**config.mk**
```make
export PLATFORM = sky130hd
export DESIGN_NAME = mem_wb_stage
export DESIGN_NICKNAME = d
export VERILOG_FILES = /design/src/rtl/riscv_pkg.sv /design/src/rtl/load_align.sv /design/src/rtl/mem_wb_stage.sv
export SDC_FILE = /design/constraint.sdc
export NUM_CORES = 1
export LEC_CHECK = 0
export BUFFER_PORTS_ARGS = -buffer_cell sky130_fd_sc_hd__buf_4
export CELL_PAD_IN_SITES_DETAIL_PLACEMENT = 1
export CELL_PAD_IN_SITES_GLOBAL_PLACEMENT = 2
export CORE_MARGIN = 1.5
export CORE_UTILIZATION = 25
export CTS_BUF_LIST = sky130_fd_sc_hd__clkbuf_4
export DETAILED_ROUTE_END_ITERATION = 8
export GPL_TIMING_DRIVEN = 0
export PLACE_DENSITY_LB_ADDON = 0.1
export SLEW_MARGIN = 20
export SYNTH_ARGS = -nofsm -noshare
export SYNTH_HDL_FRONTEND = slang
export SYNTH_HIERARCHICAL = 1
export SYNTH_SLANG_ARGS = --single-unit
export TNS_END_PERCENT = 100
```
**constraint.sdc**
```tcl
create_clock -name clk -period 2.35 [get_ports clk]
set_input_delay 0.1175 -clock clk [delete_from_list [all_inputs] [get_ports clk]]
set_output_delay 0.1175 -clock clk [all_outputs]
set_load 0.02 [all_outputs]
```
**src/rtl/riscv_pkg.sv**
```systemverilog
// -----------------------------------------------------------------------------
// riscv_pkg
//
// Shared definitions for the RISC-V core pipeline:
//   - XLEN_DEFAULT : default datapath width
//   - wb_sel_e     : writeback source select encodings
//                    (WB_ALU / WB_MEM / WB_PC4 / WB_IMM)
//   - F3_*         : load funct3 codes
// -----------------------------------------------------------------------------
package riscv_pkg;

  localparam int XLEN_DEFAULT = 32;

  // Writeback source select, drives the sel input of the 4:1 writeback mux.
  typedef enum logic [1:0] {
    WB_ALU = 2'b00,
    WB_MEM = 2'b01,
    WB_PC4 = 2'b10,
    WB_IMM = 2'b11
  } wb_sel_e;

  // Load funct3 encodings.
  localparam logic [2:0] F3_LB  = 3'b000;
  localparam logic [2:0] F3_LH  = 3'b001;
  localparam logic [2:0] F3_LW  = 3'b010;
  localparam logic [2:0] F3_LBU = 3'b100;
  localparam logic [2:0] F3_LHU = 3'b101;

endpackage

```
**src/rtl/load_align.sv**
```systemverilog
// -----------------------------------------------------------------------------
// load_align
//
// Purely combinational load-data aligner. Picks the byte / halfword addressed
// by addr_lo out of the raw memory word and sign- or zero-extends it to XLEN.
// Also reports whether the access is misaligned for its size (the caller
// qualifies this with "is a valid load").
//
// Ports:
//   rdata    in  XLEN  raw data-memory word
//   funct3   in  3     load type (LB/LH/LW/LBU/LHU, others pass raw word)
//   addr_lo  in  2     load address bits [1:0]
//   data     out XLEN  aligned and extended load data
//   misalign out 1     halfword on odd address, or word not on a 4-byte boundary
// -----------------------------------------------------------------------------
module load_align
  import riscv_pkg::*;
#(
  parameter int XLEN = XLEN_DEFAULT
) (
  input  logic [XLEN-1:0] rdata,
  input  logic [2:0]      funct3,
  input  logic [1:0]      addr_lo,
  output logic [XLEN-1:0] data,
  output logic            misalign
);

  logic [7:0]  byte_sel;
  logic [15:0] half_sel;

  // Byte lane addr_lo, i.e. bits [8*addr_lo +: 8].
  assign byte_sel = rdata[{addr_lo, 3'b000} +: 8];

  // Halfword lane chosen by addr_lo[1] only; addr_lo[0] is the misalign case.
  assign half_sel = addr_lo[1] ? rdata[31:16] : rdata[15:0];

  always_comb begin
    data     = rdata;
    misalign = 1'b0;
    case (funct3)
      F3_LB:  data = {{(XLEN-8){byte_sel[7]}}, byte_sel};
      F3_LBU: data = {{(XLEN-8){1'b0}}, byte_sel};
      F3_LH: begin
        data     = {{(XLEN-16){half_sel[15]}}, half_sel};
        misalign = addr_lo[0];
      end
      F3_LHU: begin
        data     = {{(XLEN-16){1'b0}}, half_sel};
        misalign = addr_lo[0];
      end
      F3_LW: begin
        data     = rdata;
        misalign = (addr_lo != 2'b00);
      end
      default: begin
        // Unknown load type: pass the raw word through, never flag it.
        data     = rdata;
        misalign = 1'b0;
      end
    endcase
  end

endmodule

```
**src/rtl/mem_wb_stage.sv**
```systemverilog
// -----------------------------------------------------------------------------
// mem_wb_stage
//
// MEM/WB pipeline register. Registers the four writeback candidates (ALU
// result, aligned load data, PC+4, immediate) plus rd / select / control and
// presents them to the downstream 4:1 writeback mux (ina/inb/inc/ind, sel).
// Also keeps a retired-instruction counter.
//
// Update priority on each rising clk edge: reset > flush > stall > capture.
//   flush : bubble; valid, reg_write and misalign cleared, data held,
//           counter held (also when stall is high).
//   stall : everything holds, including the counter.
//
// Configuration macro WB_LOAD_ALIGN_EN:
//   defined   : load byte/half alignment with sign/zero extension and
//               misaligned-load detection (load_align instance).
//   undefined : wb_load is the raw mem_rdata, wb_misalign is always 0 and
//               funct3 / addr_lo are ignored.
//
// Ports:
//   clk, rst_n             clock, synchronous active-low reset
//   stall, flush           hold / bubble controls
//   in_valid, reg_write    MEM-stage valid and rd write request
//   rd, wb_sel_in          destination register, writeback source select
//   funct3, addr_lo        load type and address bits [1:0]
//   alu_result, mem_rdata,
//   pc_plus4, imm          writeback candidates (XLEN wide)
//   wb_valid, wb_reg_write registered valid, qualified rf write enable
//   wb_rd, wb_sel          registered rd and mux select
//   wb_alu/load/pc4/imm    registered candidates to mux ina/inb/inc/ind
//   wb_misalign            registered misaligned-load flag (no trap here)
//   retire_cnt             retired-instruction count (wraps)
// -----------------------------------------------------------------------------
module mem_wb_stage
  import riscv_pkg::*;
#(
  parameter int XLEN   = XLEN_DEFAULT,
  parameter int RCNT_W = 32
) (
  input  logic              clk,
  input  logic              rst_n,
  input  logic              stall,
  input  logic              flush,
  input  logic              in_valid,
  input  logic              reg_write,
  input  logic [4:0]        rd,
  input  logic [1:0]        wb_sel_in,
  input  logic [2:0]        funct3,
  input  logic [1:0]        addr_lo,
  input  logic [XLEN-1:0]   alu_result,
  input  logic [XLEN-1:0]   mem_rdata,
  input  logic [XLEN-1:0]   pc_plus4,
  input  logic [XLEN-1:0]   imm,
  output logic              wb_valid,
  output logic              wb_reg_write,
  output logic [4:0]        wb_rd,
  output logic [1:0]        wb_sel,
  output logic [XLEN-1:0]   wb_alu,
  output logic [XLEN-1:0]   wb_load,
  output logic [XLEN-1:0]   wb_pc4,
  output logic [XLEN-1:0]   wb_imm,
  output logic              wb_misalign,
  output logic [RCNT_W-1:0] retire_cnt
);

  // ---------------------------------------------------------------------------
  // Load alignment (optional)
  // ---------------------------------------------------------------------------
  logic [XLEN-1:0] load_data;
  logic            misalign_now;

`ifdef WB_LOAD_ALIGN_EN
  logic load_misalign;

  load_align #(
    .XLEN (XLEN)
  ) u_load_align (
    .rdata    (mem_rdata),
    .funct3   (funct3),
    .addr_lo  (addr_lo),
    .data     (load_data),
    .misalign (load_misalign)
  );

  // Only a valid instruction that actually writes back load data can be a
  // misaligned load; the same funct3/addr_lo on an ALU op means nothing.
  assign misalign_now = in_valid & (wb_sel_in == WB_MEM) & load_misalign;
`else
  logic unused_align_inputs;

  assign load_data           = mem_rdata;
  assign misalign_now        = 1'b0;
  assign unused_align_inputs = ^{funct3, addr_lo};
`endif

  // ---------------------------------------------------------------------------
  // Stage registers
  // ---------------------------------------------------------------------------
  logic              valid_q,     valid_d;
  logic              reg_write_q, reg_write_d;
  logic              misalign_q,  misalign_d;
  logic [4:0]        rd_q,        rd_d;
  logic [1:0]        sel_q,       sel_d;
  logic [XLEN-1:0]   alu_q,       alu_d;
  logic [XLEN-1:0]   load_q,      load_d;
  logic [XLEN-1:0]   pc4_q,       pc4_d;
  logic [XLEN-1:0]   imm_q,       imm_d;
  logic [RCNT_W-1:0] cnt_q,       cnt_d;

  // Values loaded on a capture edge.
  always_comb begin
    valid_d     = in_valid;
    // Writes to x0 and misaligned loads never reach the register file.
    reg_write_d = in_valid & reg_write & (rd != 5'd0) & ~misalign_now;
    misalign_d  = misalign_now;
    rd_d        = rd;
    sel_d       = wb_sel_in;
    alu_d       = alu_result;
    load_d      = load_data;
    pc4_d       = pc_plus4;
    imm_d       = imm;
    // Misaligned loads still retire; the counter wraps naturally.
    cnt_d       = in_valid ? cnt_q + RCNT_W'(1) : cnt_q;
  end

  always_ff @(posedge clk) begin
    if (!rst_n) begin
      valid_q     <= 1'b0;
      reg_write_q <= 1'b0;
      misalign_q  <= 1'b0;
      rd_q        <= '0;
      sel_q       <= '0;
      alu_q       <= '0;
      load_q      <= '0;
      pc4_q       <= '0;
      imm_q       <= '0;
      cnt_q       <= '0;
    end else if (flush) begin
      // Bubble: kill the control bits, leave the data registers alone.
      valid_q     <= 1'b0;
      reg_write_q <= 1'b0;
      misalign_q  <= 1'b0;
    end else if (!stall) begin
      valid_q     <= valid_d;
      reg_write_q <= reg_write_d;
      misalign_q  <= misalign_d;
      rd_q        <= rd_d;
      sel_q       <= sel_d;
      alu_q       <= alu_d;
      load_q      <= load_d;
      pc4_q       <= pc4_d;
      imm_q       <= imm_d;
      cnt_q       <= cnt_d;
    end
  end

  // ---------------------------------------------------------------------------
  // Outputs
  // ---------------------------------------------------------------------------
  assign wb_valid     = valid_q;
  assign wb_reg_write = reg_write_q;
  assign wb_misalign  = misalign_q;
  assign wb_rd        = rd_q;
  assign wb_sel       = sel_q;
  assign wb_alu       = alu_q;
  assign wb_load      = load_q;
  assign wb_pc4       = pc4_q;
  assign wb_imm       = imm_q;
  assign retire_cnt   = cnt_q;

endmodule

```
==> After elaboration in Yosys (flattened, before gate mapping) <==
Index checks and enable logic that the tools add are counted.
{ "totals": {"word_cells": 19, "input_bits": 146, "out_inout_bits": 170, "register_bits": 169} }
{ "op_classes": {"addsub": 1, "n_bitwise": 5, "reduce_logical": 4} }
{ "ops": {"columns": ["operator", "n"], "rows": [
  ["32-bit by 1-bit adder with 32-bit output (second input constant)", 1],
  ["5-bit nonzero test", 1],
  ["1-bit NOT", 3],
  ["3-bit AND reduction", 1],
  ["1-bit AND", 2],
  ["2-bit AND reduction", 1],
  ["2-bit OR reduction", 1]
]} }

==> Logic depth before layout (Yosys ltp) <==
Gate-level depths: netlist (run 1).
{ "depth": {"depth_word": 2, "depth_mapped": 7, "ltp_nobuf": 5} }

==> Least setup slack after synthesis (run 1) <==
OpenSTA, ideal clock, no wires.
{ "synth_path": {"path_type": "flip-flop to flip-flop", "startpoint": "register cnt_q[8] (netlist: retire_cnt[8])", "endpoint": "register cnt_q[28] (netlist: retire_cnt[28])", "synth_period_minus_slack_ps": 1979, "setup_ps": 70, "setup_slack_ps": 371, "n_path_buf": 1, "stages_incl_launch_ff": 6, "required_time_ps": 2280, "arrival_ps": 1908, "path_cell_list": "dfxtp_1 nand4_2 or4_1 buf_2 or4_1 a21oi_1"} }
{ "synth_via": {"elab_chain_cells": 1} }
{ "synth_rtl": {"columns": ["item", "line_no", "rtl"], "rows": [
  ["start: declaration", "mem_wb_stage.sv:108", "logic [RCNT_W-1:0] cnt_q, cnt_d;"],
  ["start signal: assignment", "mem_wb_stage.sv:153", "cnt_q <= cnt_d;"],
  ["32-bit by 1-bit adder with 32-bit output", "mem_wb_stage.sv:123", "cnt_d = in_valid ? cnt_q + RCNT_W'(1) : cnt_q;"]
]} }
No other way between the ends.
A chain may end at the register's enable or synchronous reset.

==> Final worst setup path (run 1) <==
{ "layout_path": {"startpoint": "input rd[0]", "endpoint": "register reg_write_q (netlist: wb_reg_write)"} }
{ "layout_via": {"elab_chain_cells": 2} }
{ "layout_rtl": {"columns": ["item", "line_no", "rtl"], "rows": [
  ["start: declaration", "mem_wb_stage.sv:46", "input logic [4:0] rd,"],
  ["5-bit nonzero test", "mem_wb_stage.sv:114", "reg_write_d = in_valid & reg_write & (rd != 5'd0) & ~misalign_now;"],
  ["1-bit AND", "mem_wb_stage.sv:114", null],
  ["end signal: assignment", "mem_wb_stage.sv:145", "reg_write_q <= reg_write_d;"],
  ["end: declaration", "mem_wb_stage.sv:100", "logic reg_write_q, reg_write_d;"]
]} }
No other way between the ends.

==> metrics.cfg, run 1 <==
[status]
status = completed

[hold_path]
whs_endpoint = retire_cnt[9]
hold_class = primary input to register
hold_start = stall
hold_depth = 5

[yosys]
synth_commonest_cells = nand2_1, dfxtp_1, a21oi_1, clkbuf_1, or4_1
yosysMostFrequentCell = nand2_1
synth_nets = 924
ys_ff_latch = 169
yosys.area.top_type = dfxtp_1
synth-main-ff-cell = dfxtp_1
ys_async_sr_fraction_pct = 0
yosys-top-cells-area = dfxtp_1, nand2_1, a21oi_1
yosys.area.top_type_share_pct = 54.4
synth-edff-count = 0
yosys_warnings = 6
syn_area_per_cell_um2 = 8.00
yosysSeqAreaShare_pct = 54.4
synthCells = 777
syn_area_um2 = 6220
ys_types = 36

[global_route]
grt_max_degree = 18
antenna_found_initial = 1
grt_pass1_vias = 7187
overflow = 0
grt_usage_pct = 19.3
grt_first_pass_wirelength_mm = 39.2

[finish]
multiInputGateArea_um2 = 2600
utilization_pct = 43.9
areaGrowthSynthToFinish_pct = 72.3
fin_area_um2 = 10700
fill_cells = 2983
seq_area_um2 = 3380
fin_nets = 1396
drive_above_1_share_pct = 28.2

[timing]
slew_headroom_pct = 51.3
skew_ps = 32.0
max_freq_mhz = 429
worst-slew-pin-transition_ps = 731
hold_viol = 0
final.min_clock_period_ps = 2330
drv_slew = 0
rsz0062_at_grt = false
post-route-period-util_pct = 99.1
hold_slack_ps = 146
setup-violations-final = 0

[setup_path]
path_cells = dlygate4sd3_1 > buf_4 > or4_1 > o211ai_1 > dlygate4sd3_1 > a21oi_1 > dlygate4sd3_1
r2r_end = retire_cnt[25]
worstPathArrival_ps = 2800
worstPathMaxFanout = 2
start_kind = primary input
slowest_stage = or4_1
cp.required_ps = 2820
critPathKind = primary input to register
cp-end-kind = register
reg2reg_depth = 7
crit_top_cell = dlygate4sd3_1
reg2reg_from = retire_cnt[3]
rrSetupSlack_ps = 160
critPathMaxStageDelay_ps = 600

[clock_tree]
cts_buffer_depth = 2
cts.sinks = 169
path_clk_slew_ps = 170
cts_buffers = 17
cts_tree = done
cts-root-buf = clkbuf_4
clkLatencyLatePin_ps = 580
htree_levels = 4

[floorplan]
rows = 57
die-area_um2 = 25800
ios = 316
coreArea_um2 = 24400
die_w_um = 161
dieHeight_um = 161
start_util_pct = 25.5

[pwr]
ir_worst_vdd_mv = 0.271
power_density_nw_per_um2 = 555
p_leak_uw = 0.00447

[placed_design]
dpl_cell_area_um2 = 8930
place.gp.congestion = 0.723
hpwlAfterDp_mm = 18.0
port_buffers = 308

[detailed_routing]
post_drt_wl_per_cell_um = 16.0
via_count = 7057
viasPerCell = 4.44
dr.pass1.iters = 4
drc_errors = 0
ant_nets = 0
wl_mm = 25.4
drtIter0Drc = 301

[run]
drv_cap = 0

==> sequential cells by signal (all words and copies together) (netlist names) <==
name	count
retire_cnt	32
wb_load	32
wb_sel	2
wb_pc4	32
wb_valid	1
wb_rd	5
wb_reg_write	1
wb_imm	32
wb_alu	32
==> how the worst max path moves through the flow <==
stage	slack [ps]	endpoint	startpoint	depth (start not counted)
2_1_floorplan	370	retire_cnt[28]	retire_cnt[8]	5
3_3_place_gp	-90	retire_cnt[29]	retire_cnt[2]	7
3_5_place_dp	-90	retire_cnt[17]	retire_cnt[2]	7
4_1_cts	90	retire_cnt[20]	retire_cnt[0]	7
5_1_grt	1	retire_cnt[17]	retire_cnt[3]	7
6_report	20	wb_reg_write	rd[0]	7
==> report_power, final <==
part | internal [uW] | switching [uW] | leakage [uW]
registers | 2970 | 56.9 | 0.00138
logic | 516 | 493 | 0.00293
clock network | 692 | 1210 | 0.000163
total | 4180 | 1760 | 0.00447
==> cells in the final DEF, fill, tap and decap left out, drive strengths merged, types with 9 or more instances in the layout <==
cell type / n
a21oi: 158
o31ai: 14
clkbuf: 68
nand4: 13
buf: 315
nand2: 280
nand3: 10
dlygate4sd3: 144
dfxtp: 169
or4: 17
inv: 9
nor2: 13
==> metal layers <==
metal / global-route usage (%) / vias up / wire, um
met3: 5.35 / 38 / 1590
li1: - / 3546 / -
met5: 0 / - / 0
met2: 31.5 / 238 / 11600
met4: 7.52 / 0 / 667
met1: 24.1 / 3235 / 11600
==> repair_timing <==
item,CTS,global route
setup buffers,1,0
hold buffers,144,0
pin swaps,1,0
hold endpoints to repair,142,0
setup endpoints to repair,9,37
resized for setup,2,4
==> logic make-up (layout without fill, tap and decap cells) <==
| group | after synthesis | count (layout) | synth area share (%) |
|---|---|---|---|
| buf+inv | 58 | 543 | 3.72 |
| compound gates | 180 | 180 | 15.1 |
| simple gates | 357 | 357 | 24.9 |
| mux | 1 | 1 | 0.161 |
| fa+ha+maj | 1 | 1 | 0.201 |
| other cells | 1 | 4 | 0.0603 |
| xor+xnor | 10 | 10 | 1.41 |
| flops | 169 | 169 | 54.4 |
==> worst max-delay path, delay by kind of cell <==
| kind | cells | cell delay [ps] |
|---|---|---|
| AND/OR/NAND/NOR | 1 | 600 |
| AO/OA/AOI/OAI | 2 | 270 |
| buffers and inverters | 4 | 1810 |
==> cell type report <==
cell class              instances  share of cell area, %
flip-flops and latches        169                   31.6
plain buffers                  56                   2.13
repair buffers                453                   35.1
clock inverters                14                   1.66
inverters                       2                 0.0701
multi-input cells             550                   24.3
diodes                          3                 0.0701
well taps                     324                   3.79
clock buffers                  18                   1.26
==> through the flow <==
stage	worst slack, ps	std cells	TNS [ps]	power [uW]
3_5_place_dp	-88.7	1409	-475	3910
2_1_floorplan	371	777	0	3440
6_report	21.6	1589	0	5940
5_1_grt	1.00	1589	0	6270
4_1_cts	90.5	1586	0	6060
3_3_place_gp	-91.7	1409	-533	3900
Power figures use the tool's default switching activity.
==> run 2, diff against run 1 <==
--- a/config.mk
+++ b/config.mk
@@ -6,14 +6,14 @@
 export NUM_CORES = 1
 export LEC_CHECK = 0
 export BUFFER_PORTS_ARGS = -buffer_cell sky130_fd_sc_hd__buf_4
+export CAP_MARGIN = 25
 export CELL_PAD_IN_SITES_DETAIL_PLACEMENT = 1
 export CELL_PAD_IN_SITES_GLOBAL_PLACEMENT = 2
 export CORE_MARGIN = 1.5
 export CORE_UTILIZATION = 25
 export CTS_BUF_LIST = sky130_fd_sc_hd__clkbuf_4
 export DETAILED_ROUTE_END_ITERATION = 8
-export GPL_TIMING_DRIVEN = 0
-export PLACE_DENSITY_LB_ADDON = 0.1
+export PLACE_DENSITY = 0.85
 export SLEW_MARGIN = 20
 export SYNTH_ARGS = -nofsm -noshare
 export SYNTH_HDL_FRONTEND = slang
==> run 2 against run 1 <==
Effect of this change:
- global-route usage fell by 0.84 points
- critical path depth did not move
- clock skew fell by 14 ps
- first-iteration DRC count fell by 0.33%
- final cell count fell by 2.9%
- die area did not move
- combinational power barely moved
- worst setup slack improved by 25 ps
- critical path type unchanged
- critical endpoint unchanged
- largest cell class unchanged
==> metrics.cfg, run 2 (synthesis gave the netlist of run 1 again) <==
[timing]
worst-slew-pin-transition_ps = 501
drv_slew = 0
slew_headroom_pct = 66.6
post-route-period-util_pct = 98.0
setup-violations-final = 0
max_freq_mhz = 434
hold_viol = 0
skew_ps = 17.8
fin_tns_setup_ps = 0
final.min_clock_period_ps = 2300
hold_slack_ps = 101
rsz0062_at_grt = false

[floorplan]
ios = 316
rows = 57
dieHeight_um = 161
start_util_pct = 25.5
coreArea_um2 = 24400
die-area_um2 = 25800
die_w_um = 161

[placed_design]
place.gp.congestion = 0.742
port_buffers = 309
hpwlAfterDp_mm = 15.2

[status]
status = completed

[detailed_routing]
post_drt_wl_per_cell_um = 15.8
ant_nets = 0
wl_mm = 24.4
via_count = 7021
drc_errors = 0
drtIter0Drc = 300
dr.pass1.iters = 4
viasPerCell = 4.55

[setup_path]
worstPathMaxFanout = 2
cp-end-kind = register
worstPathArrival_ps = 2750
critPathKind = primary input to register
start_kind = primary input
cp.required_ps = 2800

[global_route]
grt_usage_pct = 18.5
antenna_found_initial = 1
grt_max_degree = 87
grt_pass1_vias = 7175
grt_first_pass_wirelength_mm = 38.2
overflow = 0

[pwr]
power_density_nw_per_um2 = 535
ir_worst_vdd_mv = 0.266
p_leak_uw = 0.00444

[clock_tree]
cts_buffers = 17
clkLatencyLatePin_ps = 550
cts_buffer_depth = 2
post_cts.repair.setup_buffers = 0
cts_tree = done
path_clk_slew_ps = 160
cts.sinks = 169
cts-root-buf = clkbuf_4
htree_levels = 4

[hold_path]
hold_class = primary input to register

[finish]
areaGrowthSynthToFinish_pct = 70.4
layout_common_cells = buf_4, nand2_1, dfxtp_1
fin_nets = 1352
drive_above_1_share_pct = 29.6
layout_commonest_cell = buf_4

[run]
drv_cap = 0

run 2: final timing paths:
check / start / to / slack, ps / cells after the start
hold / removal: stall / retire_cnt[9] / 100 / 5
setup / recovery: rd[0] / wb_reg_write / 50 / 7
hold reg to reg: wb_imm[7] / wb_imm[7] / 460 / 2
setup reg to reg: retire_cnt[16] / retire_cnt[27] / 300 / 4
run 2: worst max-delay path, cell delays in order:
cell and delay [ps]:
dlygate4sd3_1 540, buf_4 140, or4_1 570, o211ai_1 190
dlygate4sd3_1 580, a21oi_1 70, dlygate4sd3_1 550
run 2: routing by layer:
| layer | vias to the layer above | GRT usage (%) | wire, um |
|---|---|---|---|
| met4 | 0 | 5.35 | 427 |
| met1 | 3317 | 21.9 | 10500 |
| met3 | 27 | 5.60 | 1650 |
| met5 | - | 0 | 0 |
| li1 | 3447 | - | - |
| met2 | 230 | 32.2 | 11800 |
run 2: timing repair:
action | in CTS | in global routing
endpoints found under the setup margin | 0 | 2
endpoints found under the hold margin | 142 | 0
resized for setup | 0 | 1
hold buffers | 144 | 0
run 2: power by group:
| part | switching (uW) | internal (uW) |
|---|---|---|
| Clock | 1160 | 458 |
| Combinational | 488 | 523 |
| Sequential | 58.1 | 2970 |
| Total | 1710 | 3950 |
run 2: metrics by stage:
| step | utilization [%] | instance area [um^2] | total power, uW | cells | setup slack, ps |
|---|---|---|---|---|---|
| global route | 43.4 | 10600 | 5970 | 1543 | 70.2 |
| finish | 43.4 | 10600 | 5660 | 1543 | 46.5 |
| global placement | 36.5 | 8890 | 3890 | 1366 | 247 |
| floorplan | - | 6220 | 3440 | 777 | 371 |
| detailed placement | 36.5 | 8890 | 3900 | 1366 | 134 |
| CTS | 43.4 | 10600 | 5760 | 1542 | 93.2 |
run 2: layout make-up:
class,count,area (um^2)
timing repair buffer,465,3930
fill,2888,13800
antenna,1,2.50
multi-input combinational,550,2620
sequential,169,3380
tap,324,405
clock buffer,18,135
clock inverter,14,115
inverter,2,10.0
